===== config.mk =====
export PLATFORM = sky130hd
export DESIGN_NAME = countdown_timer
export DESIGN_NICKNAME = d
export VERILOG_FILES = /design/src/rtl/countdown_pkg.sv /design/src/rtl/countdown_timer.sv
export SDC_FILE = /design/constraint.sdc
export NUM_CORES = 1
export LEC_CHECK = 0
export CAP_MARGIN = 20
export CELL_PAD_IN_SITES_DETAIL_PLACEMENT = 0
export CELL_PAD_IN_SITES_GLOBAL_PLACEMENT = 1
export CORE_MARGIN = 4
export CORE_UTILIZATION = 37
export DETAILED_ROUTE_END_ITERATION = 10
export GPL_TIMING_DRIVEN = 0
export PLACE_DENSITY_LB_ADDON = 0.12
export SLEW_MARGIN = 40
export SYNTH_ARGS = -nofsm -noshare
export SYNTH_HDL_FRONTEND = slang
export SYNTH_SLANG_ARGS = --single-unit

===== constraint.sdc =====
create_clock -name clk -period 5 [get_ports clk]
set_input_delay 1 -clock clk [delete_from_list [all_inputs] [get_ports clk]]
set_output_delay 1 -clock clk [all_outputs]
set_load 0.02 [all_outputs]

===== src/rtl/countdown_pkg.sv =====
// countdown_pkg: shared types and constants for countdown_timer
// Contents: state_e (ST_IDLE, ST_RUN) and DEFAULT_NUM_BITS, the default count width
package countdown_pkg;
    typedef enum logic {ST_IDLE, ST_RUN} state_e;
    localparam int DEFAULT_NUM_BITS = 8;
endpackage


===== src/rtl/countdown_timer.sv =====
// countdown_timer: loadable down-counter with one-cycle done pulse and optional auto-reload
// Ports: clk, reset (sync, active-high), enable (decrement permit),
//        load_valid/load_ready/load_value (start-value handshake, accepted in IDLE),
//        auto_reload (restart from last load on expiry), cancel (abort without done),
//        count (remaining count), done (expiry pulse), busy (running)
module countdown_timer
    import countdown_pkg::*;
#(
    parameter int NUM_BITS = DEFAULT_NUM_BITS
) (
    input  logic                clk,
    input  logic                reset,
    input  logic                enable,
    input  logic                load_valid,
    output logic                load_ready,
    input  logic [NUM_BITS-1:0] load_value,
    input  logic                auto_reload,
    input  logic                cancel,
    output logic [NUM_BITS-1:0] count,
    output logic                done,
    output logic                busy
);
    state_e              state, state_n;
    logic [NUM_BITS-1:0] count_n, reload_reg, reload_n;
    logic                done_n;

    assign load_ready = (state == ST_IDLE);
    assign busy       = (state == ST_RUN);

    // count is always >= 1 in RUN, so expiry at 1 means it can never underflow
    always_comb begin
        state_n  = state;
        count_n  = count;
        reload_n = reload_reg;
        done_n   = 1'b0;
        if (state == ST_IDLE) begin
            if (load_valid) begin
                count_n = load_value;
                if (load_value != '0) begin
                    reload_n = load_value;
                    state_n  = ST_RUN;
                end else begin
                    done_n = 1'b1;
                end
            end
        end else if (cancel) begin
            count_n = '0;
            state_n = ST_IDLE;
        end else if (enable) begin
            if (count == NUM_BITS'(1)) begin
                done_n  = 1'b1;
                count_n = auto_reload ? reload_reg : '0;
                state_n = auto_reload ? ST_RUN : ST_IDLE;
            end else begin
                count_n = count - NUM_BITS'(1);
            end
        end
    end

    always_ff @(posedge clk) begin
        if (reset) begin
            state      <= ST_IDLE;
            count      <= '0;
            reload_reg <= '0;
            done       <= 1'b0;
        end else begin
            state      <= state_n;
            count      <= count_n;
            reload_reg <= reload_n;
            done       <= done_n;
        end
    end
endmodule


### Yosys cells after proc, flatten, opt, wreduce, memory -nomap -nowiden

Index checks and enable logic that the tools add are counted.

| word-level totals | value |
|---|---|
| register bits after elaboration | 18 |
| input bits | 14 |
| output and inout bits | 11 |
| logic and storage cells | 31 |

| operators by class | value |
|---|---|
| add/sub/neg operators | 1 |
| equality and inequality tests | 2 |
| mux-type cells | 19 |
| bitwise operators | 1 |
| reduce and logical (&&, ||, !) cells | 4 |

Operators by type and width:

| kind | count |
|---|---|
| 8-bit two-way mux | 6 |
| 1-bit two-way mux | 13 |
| 8-bit by 1-bit == test with 1-bit output (second input constant) | 1 |
| 8-bit nonzero test | 1 |
| 8-bit by 1-bit subtractor with 8-bit output (second input constant) | 1 |
| 3-bit inequality test (second input constant) | 1 |
| 3-bit AND reduction | 1 |
| 2-bit AND reduction | 1 |
| 2-bit nonzero test | 1 |
| 1-bit NOT | 1 |

### Longest topological paths before layout

| logic depth | value |
|---|---|
| depth after elaboration | 5 |
| depth in mapped cells | 6 |
| depth with buffers taken out | 6 |

### Worst setup path after synthesis

Ideal clock, no wire load.

| timing path | value |
|---|---|
| path kind | input -> register |
| start | in load_value[3] |
| end | reg reload_reg[0] |
| library setup time | 70 ps |
| data arrival time | 2043 ps |
| data required time | 4930 ps |
| slack | 2887 ps |
| stages on the path | 4 |
| buffers on the path | 0 |
| cells stage by stage | or4_1 -> o21ai_2 -> nand2_1 -> a21oi_1 |

| between the ends | value |
|---|---|
| longest elaborated chain between the ends | 2 |

Ends and longest elaborated chain:

| element | line | source |
|---|---|---|
| start: declaration | countdown_timer.sv:16 | `input logic [NUM_BITS-1:0] load_value,` |
| 8-bit nonzero test | countdown_timer.sv:39 | `if (load_value != '0) begin` |
| 3-bit AND reduction (no source line) | - |  |
| end signal: assignment | countdown_timer.sv:69 | `reload_reg <= reload_n;` |
| end: declaration | countdown_timer.sv:24 | `logic [NUM_BITS-1:0] count_n, reload_reg, reload_n;` |

No other way between the ends.
A chain may end at the register's enable or synchronous reset.

### Worst setup path in the final report

| timing path | value |
|---|---|
| start | reg count[6] |
| end | out count[6] |

RTL lines:

| element | line | source |
|---|---|---|
| start: declaration | countdown_timer.sv:19 | `output logic [NUM_BITS-1:0] count,` |
| start signal: assignment | countdown_timer.sv:68 | `count <= count_n;` |

No word-level cell between the ends.

==> impl_metrics.csv <==
group,metric,value,unit
outcome,outcome,"complete, no violations",
clocking,cts_tree,"yes",
timing,period_minus_slack,2.468,ns
routing,vias,1048,
setup_path,path_cells,"clkdlybuf4s50_1",
clocking,clock_path_buffers,2,
clocking,cts_root_buf,"clkbuf_4",
hold_path,min_path_type,"reg2reg",
clocking,cts_hold_buf,0,
global_route,grt_max_degree,11,
timing,rsz0062_at_grt,"no",
setup_path,worstSetupPathType,"reg2out",
timing,hold_violations,0,
timing,worstMarginPinSlew,0.5200,ns
clocking,htree_levels,1,
global_route,grt-ovfl-total,0,
timing,slew_headroom,65.19,%
routing,vias_per_cell,5.665,
logic_synthesis,synthAdderAreaFrac,2.424,%
routing,drt_pass1_iterations,4,
finish,utilization,51.66,%
logic_synthesis,synth_ff_type,"dfxtp_1",
die,die_area,0.003699,sq mm
global_route,grt_pass1_vias,939,
setup_path,rrSetupSlack,3.14,ns
logic_synthesis,synth_compound_area_share,25.82,%
place,port_buffers,22,
logic_synthesis,synth-edff-count,0,
setup_path,timing.critical_path.buf_inv,1,
logic_synthesis,synth_xor_area_share,1.697,%
finish,final_common_cell,"clkdlybuf4s50_1",
setup_path,critPathSlowestCell,"clkdlybuf4s50_1",
power_and_ir_drop,powerDensity,280.2,mW/mm^2
timing,skew,0.006027,ns
timing,setup_ws,2.532,ns
finish,drive_above_1_share,9.032,%
place,pre_cts_slack,2.264,ns
die,start_util,40.20,%
logic_synthesis,synth_top_family_by_area,"simple AND/OR/NAND/NOR gates",
clocking,path_clk_slew,0.11,ns
setup_path,crit_start,"count[6]",
finish,antennaDiodeCount,0,
setup_path,cp_slowest_stage_delay,0.66,ns
routing,drt_iter0_markers,45,
timing,slew_viol_final,0,
place,dp_hpwl,2075,um
routing,drc_errors,0,
routing,drt_wl_total,2666,um
setup_path,rr_worst_depth,5,
clocking,cts_inserted_buffers,3,
place,gp_congestion,0.7858,
logic_synthesis,yosysSeqAreaShare,34.91,%
finish,final_nets,172,
setup_path,cp_max_fo,7,
timing,finalSetupViolCount,0,
routing,ant_nets,0,
clocking,clock_sinks,18,
die,dieHeight,60.82,um
finish,layout_common_cells,"22 x clkdlybuf4s50_1, 18 x dfxtp_1, 15 x nand2_1",
place,placed_area,0.001290,sq mm
timing,tns,0,ns
die,die_w,60.82,um
finish,stdcell_area,0.001326,sq mm
timing,max_freq,405.2,MHz
run,drv_cap,0,
clocking,worstSkewPairLatency,0.30,ns
clocking,ctsResizeCount,0,
global_route,antenna_found_initial,0,
finish,finalNonFillerCells,185,
finish,syn2layout_area_growth,28.48,%
logic_synthesis,synthesis.area,0.001032,sq mm
setup_path,worstSetupEndpointType,"output pin",
timing,holdWs,0.4609,ns
logic_synthesis,syn_nets,145,
setup_path,crit_end,"count[6]",
setup_path,worst_r2r_startpoint,"count[0]",
setup_path,r2r-end,"count[2]",
logic_synthesis,ys_types,36,
logic_synthesis,yosys_register_bits,18,
place,dp.cells,181,
power_and_ir_drop,ir_drop,186.4,uV
logic_synthesis,ys_async_sr_fraction,0,%
die,row_count,18,
global_route,grt_pass1_wl,4485,um
power_and_ir_drop,total_leakage_power,0.4486,nW
logic_synthesis,synthMuxAreaShare,0,%
timing,period_share,49.36,%
global_route,track_usage,15.99,%
finish,fillerInstances,264,
setup_path,worst_ep_required_time,4.00,ns
die,coreArea,0.002567,sq mm
clocking,post-cts-setup-buffers,0,
die,boundaryPins,25,
logic_synthesis,avgSynthCellArea,8.002,sq um
power_and_ir_drop,power,0.3716,mW
routing,wl_per_cell,14.41,um
setup_path,cp_num_cells,1,
logic_synthesis,yosysWarnings,0,
logic_synthesis,synth_simple_gate_area_share,30.06,%
setup_path,crit_family,"buffers and inverters",
logic_synthesis,syn_inst,129,
setup_path,start_kind,"flop",
setup_path,arrival,1.47,ns
[cells in the mapped netlist (3+ instances only)]
| library cell | number | area, sq um |
|---|---|---|
| nand2b_1 | 3 | 18.77 |
| o21ai_0 | 8 | 40.04 |
| nand4_1 | 6 | 37.54 |
| o21ai_1 | 5 | 25.02 |
| dfxtp_1 | 18 | 360.4 |
| clkbuf_1 | 5 | 18.77 |
| a311oi_1 | 4 | 35.03 |
| nor2_1 | 13 | 48.80 |
| a311oi_2 | 3 | 45.04 |
| nand2_1 | 15 | 56.30 |
| a21oi_1 | 8 | 40.04 |
| or3_1 | 5 | 31.28 |
| inv_1 | 5 | 18.77 |
[routing by layer]
layer | wire (um) | global-route usage (%)
met5 | 0 | 0
met4 | 17 | 2.786
met3 | 200 | 4.894
met2 | 1204 | 26.11
met1 | 1244 | 21.07
[power by group]
| group | leakage, nW | switching (mW) | total (mW) | internal, mW |
|---|---|---|---|---|
| clock | 0.0210 | 0.0487 | 0.0931 | 0.0444 |
| combinational | 0.279 | 0.0589 | 0.110 | 0.0509 |
| sequential | 0.148 | 0.0140 | 0.169 | 0.155 |
[how the worst min path moves through the flow]
| stage | start | to | slack, ns | depth (start not counted) |
|---|---|---|---|---|
| 2_1_floorplan | reload_reg[5] | reload_reg[5] | 0.43 | 2 |
| 6_report | reload_reg[6] | reload_reg[6] | 0.46 | 2 |
| 3_3_place_gp | reload_reg[6] | reload_reg[6] | 0.45 | 2 |
| 4_1_cts | reload_reg[6] | reload_reg[6] | 0.47 | 2 |
| 3_5_place_dp | reload_reg[6] | reload_reg[6] | 0.45 | 2 |
| 5_1_grt | reload_reg[4] | reload_reg[4] | 0.48 | 2 |
[logic make-up (layout without fill, tap and decap cells)]
family / after synthesis / in the layout
adders and majority gates: 2 / 2
DFF: 18 / 18
AOI/OAI and AO/OA: 38 / 38
xor gates and xnor gates: 2 / 2
buffers and inverters: 12 / 38
and+or+nand+nor: 57 / 57
[final cells by class]
| type | count | area (sq um) | share of cell area (%) |
|---|---|---|---|
| sequential | 18 | 360.3 | 27.17 |
| buffer | 6 | 30.03 | 2.264 |
| multi-input combinational | 99 | 619.3 | 46.70 |
| clock buffer | 4 | 36.28 | 2.736 |
| inverter | 6 | 22.52 | 1.698 |
| timing repair buffer | 22 | 220.2 | 16.60 |
| tap | 30 | 37.54 | 2.830 |
No activity file was read; power rests on OpenSTA's default activity.
